`src/rtl/demux2reg_pair_pkg.sv`:
```
// Shared definitions for the demux2reg_pair slice.
//   state_e          : FSM state encoding (EMPTY/HALF/FULL; 2'b11 is unused
//                      and recovers to EMPTY)
//   DEFAULT_BITS     : default data word width
//   DEFAULT_CNT_BITS : default delivered-pair counter width
package demux2reg_pair_pkg;

  typedef enum logic [1:0] {
    EMPTY = 2'b00,  // next word goes to A
    HALF  = 2'b01,  // A loaded, next word goes to B
    FULL  = 2'b10   // pair held
  } state_e;

  localparam int unsigned DEFAULT_BITS     = 3;
  localparam int unsigned DEFAULT_CNT_BITS = 4;

endpackage

```
`src/rtl/demux2reg_pair_bit_reg.sv`:
```
// demux_bit_reg: one bit of a holding register.
//   clk_i  : clock, rising edge
//   rst_i  : synchronous active-high reset, clears q_o
//   load_i : 1 selects d_i, 0 holds the current value
//   d_i    : data to load
//   q_o    : registered bit
module demux_bit_reg (
  input  logic clk_i,
  input  logic rst_i,
  input  logic load_i,
  input  logic d_i,
  output logic q_o
);

  logic q_q;
  logic q_d;

  always_comb begin
    q_d = q_q;
    if (load_i) q_d = d_i;
  end

  always_ff @(posedge clk_i) begin
    if (rst_i) q_q <= 1'b0;
    else       q_q <= q_d;
  end

  assign q_o = q_q;

endmodule

```
`src/rtl/demux2reg_pair.sv`:
```
// demux2reg_pair: splits a valid/ready word stream alternately into holding
// registers A and B and presents each completed pair on a valid/ready output.
//   clock, reset          : system clock; synchronous active-high reset
//   in_valid/in_ready     : input handshake, in_data is the word
//   out_valid/out_ready   : output handshake, A/B is the pair
//   pair_count            : pairs consumed, modulo 2^cnt_bits
module demux2reg_pair
  import demux2reg_pair_pkg::*;
#(
  parameter int unsigned bits     = DEFAULT_BITS,
  parameter int unsigned cnt_bits = DEFAULT_CNT_BITS
) (
  input  logic                clock,
  input  logic                reset,
  input  logic                in_valid,
  output logic                in_ready,
  input  logic [bits-1:0]     in_data,
  output logic                out_valid,
  input  logic                out_ready,
  output logic [bits-1:0]     A,
  output logic [bits-1:0]     B,
  output logic [cnt_bits-1:0] pair_count
);

  state_e              state_q;
  state_e              state_d;
  logic [cnt_bits-1:0] pair_count_q;
  logic [cnt_bits-1:0] pair_count_d;
  logic                accept;
  logic                consume;
  logic                load_a;
  logic                load_b;

  always_comb begin
    in_ready  = 1'b0;
    out_valid = 1'b0;
    case (state_q)
      EMPTY:   in_ready = 1'b1;
      HALF:    in_ready = 1'b1;
      FULL: begin
        // Pass-through accept: a new word may enter only as the pair leaves.
        in_ready  = out_ready;
        out_valid = 1'b1;
      end
      default: ;
    endcase
  end

  assign accept  = in_valid & in_ready;
  assign consume = out_valid & out_ready;

  // An accept in FULL implies a consume, so it always starts a new pair in A.
  assign load_a = accept & ((state_q == EMPTY) | (state_q == FULL));
  assign load_b = accept & (state_q == HALF);

  always_comb begin
    state_d = state_q;
    case (state_q)
      EMPTY: if (accept) state_d = HALF;
      HALF:  if (accept) state_d = FULL;
      FULL: begin
        if (consume) state_d = accept ? HALF : EMPTY;
      end
      default: state_d = EMPTY;
    endcase
  end

  always_comb begin
    pair_count_d = pair_count_q;
    if (consume) pair_count_d = pair_count_q + 1'b1;
  end

  always_ff @(posedge clock) begin
    if (reset) begin
      state_q      <= EMPTY;
      pair_count_q <= '0;
    end else begin
      state_q      <= state_d;
      pair_count_q <= pair_count_d;
    end
  end

  for (genvar i = 0; i < bits; i++) begin : g_bit
    demux_bit_reg u_a (
      .clk_i  (clock),
      .rst_i  (reset),
      .load_i (load_a),
      .d_i    (in_data[i]),
      .q_o    (A[i])
    );
    demux_bit_reg u_b (
      .clk_i  (clock),
      .rst_i  (reset),
      .load_i (load_b),
      .d_i    (in_data[i]),
      .q_o    (B[i])
    );
  end

  assign pair_count = pair_count_q;

endmodule
```
`config.mk`:
```
export PLATFORM = sky130hd
export DESIGN_NAME = demux2reg_pair
export DESIGN_NICKNAME = d
export VERILOG_FILES = /design/src/rtl/demux2reg_pair_pkg.sv /design/src/rtl/demux2reg_pair_bit_reg.sv /design/src/rtl/demux2reg_pair.sv
export SDC_FILE = /design/constraint.sdc
export NUM_CORES = 1
export LEC_CHECK = 0
export BUFFER_PORTS_ARGS = -buffer_cell sky130_fd_sc_hd__clkbuf_2
export CAP_MARGIN = 20
export CORE_ASPECT_RATIO = 0.75
export CORE_UTILIZATION = 30
export DETAILED_ROUTE_END_ITERATION = 6
export SYNTH_ARGS = -nofsm -noshare
export SYNTH_HDL_FRONTEND = slang
export SYNTH_SLANG_ARGS = --single-unit
```
`constraint.sdc`:
```
create_clock -name clock -period 1.6 [get_ports clock]
set_clock_uncertainty 0.2 [all_clocks]
set_input_delay 0.16 -clock clock [delete_from_list [all_inputs] [get_ports clock]]
set_output_delay 0.16 -clock clock [all_outputs]
set_load 0.03 [all_outputs]
```
==> key figures <==
Run status
  • Status: finished, final reports clean

Critical path
  • CP required: 1.24 ns
  • Reg-to-reg endpoint: pair_count[3]
  • WS Path Type: register to output pin
  • Critical Path Sink: in_ready
  • CP Max Fanout: 9
  • R2r setup slk: 0.25 ns
  • CP Capture Type: output pin
  • Reg2Reg Depth: 3
  • Worst Path Arrival: 1.15 ns
  • Crit. Startpoint: state_q[0]
  • Crit Reg-Reg Startpoint: state_q[1]
  • Crit start category: register

Timing
  • Slew @ Worst Pin: 0.2560 ns
  • # setup viols final: 0
  • Slew margin rel.: 82.88%
  • RSZ-0062 raised after global routing: no
  • Fin. max-slew vios: 0
  • Ratio of final minimum period to clock period: 94.33%
  • Hold Vio Cnt, Final: 0
  • Maximum clock rate: 0.6626 GHz
  • Final setup TNS: 0 ns
  • Fin crit period: 1.509 ns

Placed design
  • Placer Congestion: 0.6282
  • Port Buffer Count: 18
  • Placed Instances: 92
  • Post-DP HPWL: 729.7 um

Routing
  • DR pass1 iterations: 4
  • Average vias per placed instance: 4.551
  • DRC viols: 0
  • Via count: 446
  • WL per Instance: 10.46 um
  • DRT iter0 DRCs: 11
  • Final wirelength: 1.025 mm
  • DRT antenna net count: 0

Power and ir drop
  • Pleak: 0.3279 nW
  • PwrDens: 873.9 mW/mm^2
  • VDD IR max: 0.0002832 V

Clock tree
  • CTS tree: yes
  • # resized after CTS: 0
  • Clock root buffer master: clkbuf_4
  • Clock Path Buffers: 2
  • Htree depth: 1
  • Clk sink count: 12
  • Clock Pin Slew Worst Setup and Hold Paths: 0.07 ns
  • Num CTS Buffers: 3
  • Clk Latency, worst-skew pair: 0.27 ns

Logic synthesis
  • Post-synthesis sequential area ratio: 43.44%
  • Ranking of synthesized cells by area: dfxtp_1 (43%), buf_4 (8.1%), mux2i_1 (7.2%), nor2_1 (4.8%), a21oi_1 (3.6%)
  • Syn_area_per_cell: 9.373 um^2
  • Largest area contributor in the netlist: dfxtp_1
  • Cell variety after synth: 20
  • Post-Synthesis Cells: 59
  • Seq cells post-synth: 12
  • Syn Nets: 67
  • Synth warn: 0
  • Syn Std Cell Area: 553.0 um^2
  • Top cell type's share of synthesized area: 43.44%

Floorplan
  • Full die area: 0.002021 mm^2
  • Die X: 51.58 um
  • Core ar.: 0.001724 mm^2
  • Starting Density: 32.08%
  • Chip Height: 39.19 um
  • IO Pins: 19
  • Row count: 13

Flow run
  • Max-cap violations: 0

Global route
  • Largest net degree at the start of global routing: 13
  • Vias in the first global route: 354
  • GRT Overall Usage: 11.05%
  • Global-route wire length before repair: 1.497 mm
  • Final global-route overflow total: 0
  • Antenna violations before repair: 0

Final layout
  • Most common library cell in the layout ignoring fill and taps: clkbuf_2
  • # fillers: 197
  • Proportion of layout cells with a drive suffix above 1: 28.95%
  • Final net count: 86
  • Most frequent cells in the layout: clkbuf_2 (18), dfxtp_1 (12), nor2_1 (7)
  • Non-filler cells, final: 98
  • N_diodes: 0
  • Synth-to-layout area growth: 21.95%

Worst hold path
  • Worst Hold Class: input port to register
synth_stat cells:
cell,count
buf_4,6
nand2_1,1
nand3b_1,1
o21a_1,1
dfxtp_1,12
mux2i_1,4
or3_1,1
a21oi_1,4
nand4b_1,1
xor2_1,2
nor2_1,7
nand3b_4,1
o21ai_0,4
a221oi_1,1
clkbuf_1,1
nor2b_1,3
ha_1,1
nand2b_1,3
or2b_1,1
nand3_1,4
what timing repair did:
item | in CTS | in global routing
buffers inserted | 0 | 0
hold buffers | 3 | 0
hold endpoints to repair | 6 | 0
endpoints found under the setup margin | 0 | 0
worst max-delay path, stage by stage (launching register included):
cell,delay (ns)
dfxtp_1,0.47
nand2b_1,0.17
nand2_1,0.06
clkbuf_2,0.19
sequential cells by signal, indices dropped and copies added, names as in the netlist:
signal	cells
pair_count	4
state_q	2
g_bit.u_a.q_o	3
g_bit.u_b.q_o	3
worst min path at each step:
| stage | slack, ns | depth (start not counted) | to | startpoint |
|---|---|---|---|---|
| floorplan | 0.03 | 1 | g_bit[2].u_a.q_o | reset |
| global placement | 0.22 | 3 | g_bit[1].u_b.q_o | in_data[1] |
| detailed placement | 0.22 | 3 | g_bit[0].u_a.q_o | in_data[0] |
| CTS | 0.01 | 2 | pair_count[3] | reset |
| global route | 0.01 | 2 | pair_count[3] | reset |
| finish | 0.03 | 2 | pair_count[3] | reset |
where the power goes:
part	total (mW)	switching, mW	internal (mW)	leakage (nW)
Sequential	0.320	0.0103	0.310	0.0977
Combinational	0.0843	0.0495	0.0349	0.216
Clock	0.185	0.0975	0.0872	0.0138
Total	0.589	0.157	0.432	0.328
routing by layer:
layer | part of all wire (%) | up-vias | global-route usage, %
met5 | 0 | - | 0
met4 | 0.78 | 0 | 4.054
met3 | 9.5 | 2 | 8.627
met2 | 38 | 16 | 14.29
met1 | 51 | 196 | 13.33
li1 | - | 232 | -
through the flow:
stage / instance area (um^2) / hold slack [ns] / setup WS (ns) / total power [mW] / util [%]
5_1_grt: 674.4 / 0.01273 / 0.01121 / 0.6213 / 39.11
3_3_place_gp: 621.8 / 0.2168 / 0.2892 / 0.4060 / 36.07
2_1_floorplan: 553.0 / 0.02907 / 0.2427 / 0.3894 / -
4_1_cts: 674.4 / 0.01273 / 0.09468 / 0.6010 / 39.11
6_report: 674.4 / 0.03208 / 0.09073 / 0.5894 / 39.11
3_5_place_dp: 621.8 / 0.2210 / 0.2627 / 0.4062 / 36.07
logic make-up (layout without fill, tap and decap cells):
group	Yosys count	after routing	share of synthesized area [%]
AND/OR/NAND/NOR	23	23	24.89
XOR/XNOR	2	2	3.168
buffers and inverters	7	24	8.822
multiplexers	4	4	7.240
flip-flops	12	12	43.44
adder cells (fa/ha/maj)	1	1	2.262
AO/OA/AOI/OAI	10	10	10.18
layout make-up:
cell class	instances	area [um^2]	share of cell area, %
clock buffer	3	22.52	3.340
multi-input combinational	40	264.0	39.15
sequential	12	240.2	35.62
tap	22	27.53	4.082
timing repair buffer	21	120.1	17.81
(Power assumes the default switching activity.)
